<file path="src/rtl/cordic_pass_ctrl.sv">
// Sequences one neuron evaluation through the shared CORDIC datapath:
// a linear MAC pass, then an optional hyperbolic activation pass seeded from the seed latch.
module cordic_pass_ctrl #(
    parameter int unsigned WIDTH     = 15,
    parameter int unsigned ITER_LAST = 10,
    parameter int unsigned REPEAT_IT = 4
) (
    input  logic             clk,
    input  logic             reset,
    input  logic             start,
    input  logic             af_req,
    input  logic [WIDTH:0]   x_in,
    input  logic [WIDTH:0]   y_in,
    input  logic [WIDTH:0]   z_in,
    input  logic [WIDTH:0]   Xout,
    input  logic [WIDTH:0]   Yout,
    input  logic [WIDTH:0]   Zout,
    input  logic [WIDTH:0]   X_H,
    input  logic [WIDTH:0]   Y_H,
    input  logic [WIDTH:0]   Z_H,
    output logic [WIDTH:0]   X0,
    output logic [WIDTH:0]   Y0,
    output logic [WIDTH:0]   Z0,
    output logic             load,
    output logic             mode,
    output logic [3:0]       i,
    output logic             af_en,
    output logic             busy,
    output logic             done,
    output logic [WIDTH:0]   res_x,
    output logic [WIDTH:0]   res_y
);

    localparam logic [3:0] I_LAST = 4'(ITER_LAST);
    localparam logic [3:0] I_REP  = 4'(REPEAT_IT);

    typedef enum logic [2:0] {
        S_IDLE,
        S_LOAD1,
        S_RUN1,
        S_HANDOFF,
        S_LOAD2,
        S_RUN2,
        S_DONE
    } state_t;

    state_t         state_q, state_nx;
    logic           af_req_q, af_req_nx;
    logic           rep_q, rep_nx;
    logic [WIDTH:0] x0_nx, y0_nx, z0_nx, res_x_nx, res_y_nx;
    logic [3:0]     i_nx;
    logic           load_nx, mode_nx, af_en_nx, busy_nx, done_nx;

    // Zout is not needed for results; only X/Y leave this block.
    logic           unused_zout;
    assign unused_zout = ^Zout;

    // State and registered outputs
    always_ff @(posedge clk) begin
        if (reset) begin
            state_q  <= S_IDLE;
            af_req_q <= 1'b0;
            rep_q    <= 1'b0;
            X0       <= '0;
            Y0       <= '0;
            Z0       <= '0;
            load     <= 1'b0;
            mode     <= 1'b0;
            i        <= '0;
            af_en    <= 1'b0;
            busy     <= 1'b0;
            done     <= 1'b0;
            res_x    <= '0;
            res_y    <= '0;
        end else begin
            state_q  <= state_nx;
            af_req_q <= af_req_nx;
            rep_q    <= rep_nx;
            X0       <= x0_nx;
            Y0       <= y0_nx;
            Z0       <= z0_nx;
            load     <= load_nx;
            mode     <= mode_nx;
            i        <= i_nx;
            af_en    <= af_en_nx;
            busy     <= busy_nx;
            done     <= done_nx;
            res_x    <= res_x_nx;
            res_y    <= res_y_nx;
        end
    end

    // Next state and next output values
    always_comb begin
        state_nx  = state_q;
        af_req_nx = af_req_q;
        rep_nx    = rep_q;
        x0_nx     = X0;
        y0_nx     = Y0;
        z0_nx     = Z0;
        i_nx      = i;
        res_x_nx  = res_x;
        res_y_nx  = res_y;

        case (state_q)
            S_IDLE: begin
                if (start) begin
                    state_nx  = S_LOAD1;
                    x0_nx     = x_in;
                    y0_nx     = y_in;
                    z0_nx     = z_in;
                    af_req_nx = af_req;
                    i_nx      = '0;
                end
            end
            S_LOAD1: state_nx = S_RUN1;
            S_RUN1: begin
                if (i == I_LAST) begin
                    if (af_req_q) begin
                        state_nx = S_HANDOFF;
                    end else begin
                        state_nx = S_DONE;
                        res_x_nx = Xout;
                        res_y_nx = Yout;
                    end
                end else begin
                    i_nx = i + 4'd1;
                end
            end
            S_HANDOFF: begin
                state_nx = S_LOAD2;
                x0_nx    = X_H;
                y0_nx    = Y_H;
                z0_nx    = Z_H;
                i_nx     = 4'd1;
                rep_nx   = 1'b0;
            end
            S_LOAD2: state_nx = S_RUN2;
            S_RUN2: begin
                // Hyperbolic convergence needs the repeat index executed twice
                if (i == I_REP && !rep_q) begin
                    rep_nx = 1'b1;
                end else if (i == I_LAST) begin
                    state_nx = S_DONE;
                    res_x_nx = Xout;
                    res_y_nx = Yout;
                end else begin
                    i_nx = i + 4'd1;
                end
            end
            S_DONE:  state_nx = S_IDLE;
            default: state_nx = S_IDLE;
        endcase

        load_nx  = (state_nx == S_LOAD1) || (state_nx == S_LOAD2);
        mode_nx  = (state_nx == S_LOAD2) || (state_nx == S_RUN2);
        af_en_nx = (state_nx == S_RUN1) && (i_nx == I_LAST) && af_req_q;
        busy_nx  = (state_nx != S_IDLE);
        done_nx  = (state_nx == S_DONE);
    end

endmodule

</file>
<file path="config.mk">
export PLATFORM = sky130hd
export DESIGN_NAME = cordic_pass_ctrl
export DESIGN_NICKNAME = d
export VERILOG_FILES = /design/src/rtl/cordic_pass_ctrl.sv
export SDC_FILE = /design/constraint.sdc
export NUM_CORES = 1
export LEC_CHECK = 0
export ABC_AREA = 1
export ABC_CLOCK_PERIOD_IN_PS = 3200
export CAP_MARGIN = 20
export CORE_MARGIN = 2
export CORE_UTILIZATION = 36
export DETAILED_ROUTE_END_ITERATION = 16
export GPL_TIMING_DRIVEN = 0
export HOLD_SLACK_MARGIN = 0.06
export PLACE_DENSITY_LB_ADDON = 0.05
export REMOVE_ABC_BUFFERS = 1
export SLEW_MARGIN = 10
export SYNTH_ARGS = -nofsm -noshare
export SYNTH_HDL_FRONTEND = slang
export SYNTH_SLANG_ARGS = --single-unit
</file>
<file path="constraint.sdc">
create_clock -name clk -period 3.2 [get_ports clk]
set_input_delay 0.8 -clock clk [delete_from_list [all_inputs] [get_ports clk]]
set_output_delay 0.8 -clock clk [all_outputs]
set_load 0.05 [all_outputs]
</file>
Word level (Yosys, flattened, before mapping)
Index checks and enable logic that the tools add are counted.
{"block": "word_totals", "output_inout_bits": 89, "register_bits": 94, "input_bits": 148, "elab_cells": 77}
{"block": "op_classes", "reduce_logical": 15, "addsub": 1, "eq_ne": 19, "n_mux": 28}
{"op": "$mux 16", "count": 11}
{"op": "$pmux 16 s2", "count": 5}
{"op": "$pmux 3 s6", "count": 1}
{"op": "$pmux 4 s4", "count": 1}
{"op": "$eq 3x3->1 const B", "count": 5}
{"op": "$mux 3", "count": 5}
{"op": "$mux 4", "count": 3}
{"op": "$ne 2x2->1 const B", "count": 6}
{"op": "$eq 3x2->1 const B", "count": 3}
{"op": "$eq 4x4->1 const B", "count": 2}
{"op": "$eq 3x1->1 const B", "count": 2}
{"op": "$reduce_and 2->1", "count": 3}
{"op": "$reduce_bool 2->1", "count": 3}
{"op": "$reduce_and 5->1", "count": 1}
{"op": "$add 4x1->4 const B", "count": 1}
{"op": "$eq 4x3->1 const B", "count": 1}
{"op": "$logic_and 1x1->1", "count": 3}
{"op": "$logic_not 3->1", "count": 1}
{"op": "$reduce_bool 3->1", "count": 1}
{"op": "$logic_or 1x1->1", "count": 2}
{"op": "$pmux 1 s2", "count": 1}
{"op": "$logic_not 1->1", "count": 1}
{"op": "$mux 1", "count": 1}

Depth between registers and ports, before layout
{"block": "depth", "depth_word": 7, "depth_mapped": 12, "mapped_depth_nobuf": 12}

Least setup slack after synthesis
OpenSTA, ideal clock, no wires.
{"block": "synth_timing", "kind": "reg2reg", "start": "register i[0]", "end": "register res_y[6]", "t_required_ns": 3.082, "path_stages_with_launch": 13, "setup_time_ns": 0.118, "synth_period_minus_slack_ns": 1.998, "arrival_ns": 1.880, "setup_slack_ns": 1.202, "n_path_buf": 2, "cell_sequence": "dfxtp_1 inv_1 ha_1 nand2_1 clkinv_1 nand2_1 nand2_2 nand2_4 o211ai_4 buf_6 buf_6 o21ai_1 a21oi_2"}
{"block": "synth_via", "elab_chain_cells": 4, "elab_cells_between_ends": 7, "classes_between": "5 x eq/ne; 2 x reduce/logical"}
{"item": "from (decl)", "line_no": "26", "text": "output logic [3:0] i,"}
{"item": "from (signal assigned)", "line_no": "84", "text": "i <= i_nx;"}
{"item": "$eq 4x3->1", "line_no": "141", "text": "if (i == I_REP && !rep_q) begin"}
{"item": "$logic_and 1x1->1", "line_no": "141"}
{"item": "$ne 2x2->1 (no source line)"}
{"item": "$reduce_and 5->1 (no source line) *"}
{"item": "to (signal assigned)", "line_no": "89", "text": "res_y <= res_y_nx;"}
{"item": "to (decl)", "line_no": "31", "text": "output logic [WIDTH:0] res_y"}
Every way passes the cells marked *; elsewhere a longest branch is shown, timed or not.
A chain may end at the register's enable or synchronous reset.

==> metrics list <==
- The flow ran to the end, and the final reports show no timing, DRC or antenna violations.
- Slew at the pin closest to its max-slew limit: 0.9085 ns
- Die ar.: 11,850 um2
- CORE AREA: 10,790 um2
- Number of antenna violations at the first check in global routing: 0
- The first global-routing pass estimated 18,390 um of wire.
- Residual DRC count: 0
* LEAKAGE: 2.387 nW
- STA classifies the critical path startpoint as an input pin.
- The worst-case IR drop observed on VDD is 0.2347 mV.
- Number of buffers added for setup after CTS: 0
- YS warnings: 0
* Ant. Diodes: 0
* Crit. End Element: flip-flop
- Cell family contributing the most delay on the critical path: buffers and inverters
- HPWL reported at the end of detailed placement: 8565 um
* Chain of cells forming the critical path: clkdlybuf4s50_1 -> clkinv_2 -> buf_12 -> o21ai_0 -> a31oi_1
- The area growth from synthesis to layout is 60.99%.
* Final Hold Vio Count: 0
- Together, buffers and inverters on the worst path number 3.
* Largest fanout of any net on the critical path: 45
- Source-to-sink clock delay at the later pin of the worst-skew pair: 0.34 ns
* Initial core utilization: 36.67%
- Final total power: 2.884 mW
- The tightest min-delay check is of the reg2reg type.
- Mean instance size in the synthesized netlist: 7.625 um2
* Via count of the first global-routing pass: 3,920
* Maximum buffer depth of the clock tree: 2
* Min Hold Slack: 0.4443 ns
- Input and output buffers added on the ports amount to 220.
- Clock tree from TritonCTS: yes
- Ratio of cells with drive above 1 in the final layout: 5.132%
* Horiz. Die Dim: 108.9 um
- Distinct cell type count after synthesis: 25
- In this run, synthesis produced a sequential element count of 94.
* Count of flip-flops with a built-in enable after synthesis: 0
- Final Cycle Share: 80.07%
* Placement row count: 38
* Leftover overflow at the end of global routing: 0
- Once routing completed, OpenROAD measured the worst setup slack at 0.6376 ns.
- Synth cell count leaders: 123 x sky130_fd_sc_hd__nand2_1, 94 x sky130_fd_sc_hd__dfxtp_1, 57 x sky130_fd_sc_hd__o21ai_0
- Boundary Pins: 237
- Number of setup violations in the final report: 0
* Number of maximum-capacitance violations: 0
- Post-CTS clock slew at the launch and capture registers of the worst setup and hold paths: 0.08 ns
* Area share of the leading cell type in the synthesized netlist: 47.55%
- Setup repair after global routing missed its margin: false
- The worst setup path is of the in2reg kind.
* Most common cell in the netlist: sky130_fd_sc_hd__nand2_1
- Buffer type at the clock tree root: sky130_fd_sc_hd__clkbuf_8
- Aggregate global-route resource usage: 19.63%
- The clock arrives with 0.005440 ns of skew.
* Maximum number of pins on one net before global-route repair: 97
- After synthesis, the cell types taking the most area are sky130_fd_sc_hd__dfxtp_1 48%, sky130_fd_sc_hd__nand2_1 12%, sky130_fd_sc_hd__a31oi_1 7.7%, sky130_fd_sc_hd__o21ai_0 7.2%, sky130_fd_sc_hd__inv_1 4.4%.
* # clock sinks: 94
- After detailed routing, the number of vias per cell comes to 4.833.
* Cell with the largest stage delay on the worst path: sky130_fd_sc_hd__clkdlybuf4s50_1
- Normalized max-slew margin: 39.35%
- Biggest area consumer among synthesized cells: sky130_fd_sc_hd__dfxtp_1
- In this design, the stage delay of the slowest critical-path cell is 0.80 ns.
- Post-synth design cell area: 3958 um2
- Crit path DAT: 2.74 ns
* Pwr per Cell Area: 452.6 nW/um2
- Synthesis produced 519 cells.
- The detailed router finished its first iteration with 205 violations.
- At the end of the flow, the number of nets in the layout was 868.
- The H-tree generated during clock tree synthesis spans 3 levels.
- TritonCTS created 9 clock buffers.
- Fraction of registers with async set or reset after synthesis: 0%
- After layout, the minimum clock period comes to 2.562 ns.
* Count of TritonRoute iterations in the first routing pass: 4
- Required time at the worst-slack endpoint: 3.38 ns
- Pre-CTS setup slack: 0.2709 ns
* Total Wirelength: 12,060 um
- Seq/Total Area, Yosys: 47.55%
* WL/cell: 14.00 um
- The max-slew violation count was 0.
- Final-layout fill cell count: 1,043
- The most used flip-flop cell after synthesis is sky130_fd_sc_hd__dfxtp_1.
- In this run the vertical extent of the chip is 108.9 um.
- Cts-stage hold buffer count: 0
- Placer's final routability congestion estimate: 0.8036
- Peak Freq: 390.3 MHz
- Number of gates resized after CTS: 0
* Antenna violation net count after detailed routing: 0
* Number of vias in the routed layout: 4,161
==> cell type report <==
cell class                      instances  area, um2  share of cell area [%]
Timing Repair Buffer                  223       2262                   35.51
Inverter                               51      192.7                   3.024
Clock buffer                           14      162.7                   2.553
Clock inverter                          1      5.005                 0.07855
Tap cell                              140      175.2                   2.749
Multi-Input combinational cell        338       1692                   26.55
Sequential cell                        94       1882                   29.54
==> cells by family (layout without fill, tap and decap cells) <==
kind of cell               Yosys count  count (layout)  synth area share [%]
DFF                                 94              94                 47.55
and+or+nand+nor                    160             160                 16.47
xor gates and xnor gates             2               2                0.4427
adders and majority gates            3               3                0.9486
AOI/OAI and AO/OA                  173             173                 24.75
buffers and inverters               87             289                 9.832
==> placed cells by master, fill, tap and decap left out, drive strengths merged <==
master         Yosys  layout
a21boi             1       1
a21oi             40      40
a31oi             49      49
buf               19       3
clkbuf            17      14
clkdlybuf4s50      0     220
clkinv             2       3
dfxtp             94      94
ha                 3       3
inv               49      49
nand2            127     127
nand3             11      11
nand4              3       3
nor2              19      19
o211ai             1       1
o21ai             82      82
xor2               2       2
==> stage by stage <==
step           utilization (%)  area [um2]  instances  TNS (ns)
2_1_floorplan                -        3760        483         0
3_3_place_gp             56.86        6137        843    -79.63
3_5_place_dp             57.48        6203        846         0
4_1_cts                  59.03        6371        861         0
5_1_grt                  59.03        6371        861         0
6_report                 59.03        6371        861         0
==> registers in the layout, summed over array words and instances, names as in the netlist, 3 cells and up <==
register	cells
i	4
res_y	16
X0	16
state_q	3
res_x	16
Y0	16
Z0	16
==> metal layers <==
| layer | up-vias | part of all wire (%) | GRT usage [%] |
|---|---|---|---|
| li1 | 2116 | - | - |
| met3 | 12 | 12 | 8.428 |
| met5 | - | 0 | 0 |
| met4 | 0 | 1.5 | 7.418 |
| met1 | 1858 | 42 | 22.46 |
| met2 | 175 | 45 | 32.50 |
==> worst paths after layout <==
path	startpoint	to	slack (ns)	cells past startpoint
hold / removal	res_x[7]$_SDFFE_PP0P_	res_x[7]$_SDFFE_PP0P_	0.44	2
hold reg to reg	res_x[7]$_SDFFE_PP0P_	res_x[7]$_SDFFE_PP0P_	0.44	2
setup reg to reg	state_q[1]$_SDFF_PP0_	Z0[3]$_SDFFE_PP0P_	0.71	5
setup / recovery	reset	Z0[3]$_SDFFE_PP0P_	0.64	5
==> report_power, final <==
part	leakage [nW]	internal, mW	switching, mW
clock	0.0865	0.322	0.378
combinational	1.53	0.353	0.525
sequential	0.770	1.26	0.0486
==> worst register-to-register path, cell delays in order (launching register included) <==
cell and delay, ns:
sky130_fd_sc_hd__dfxtp_1 0.46, sky130_fd_sc_hd__nand3_2 0.51, sky130_fd_sc_hd__buf_12 0.38, sky130_fd_sc_hd__nand2_4 0.62, sky130_fd_sc_hd__o21ai_0 0.25, sky130_fd_sc_hd__a31oi_1 0.19
(Power assumes the default switching activity.)
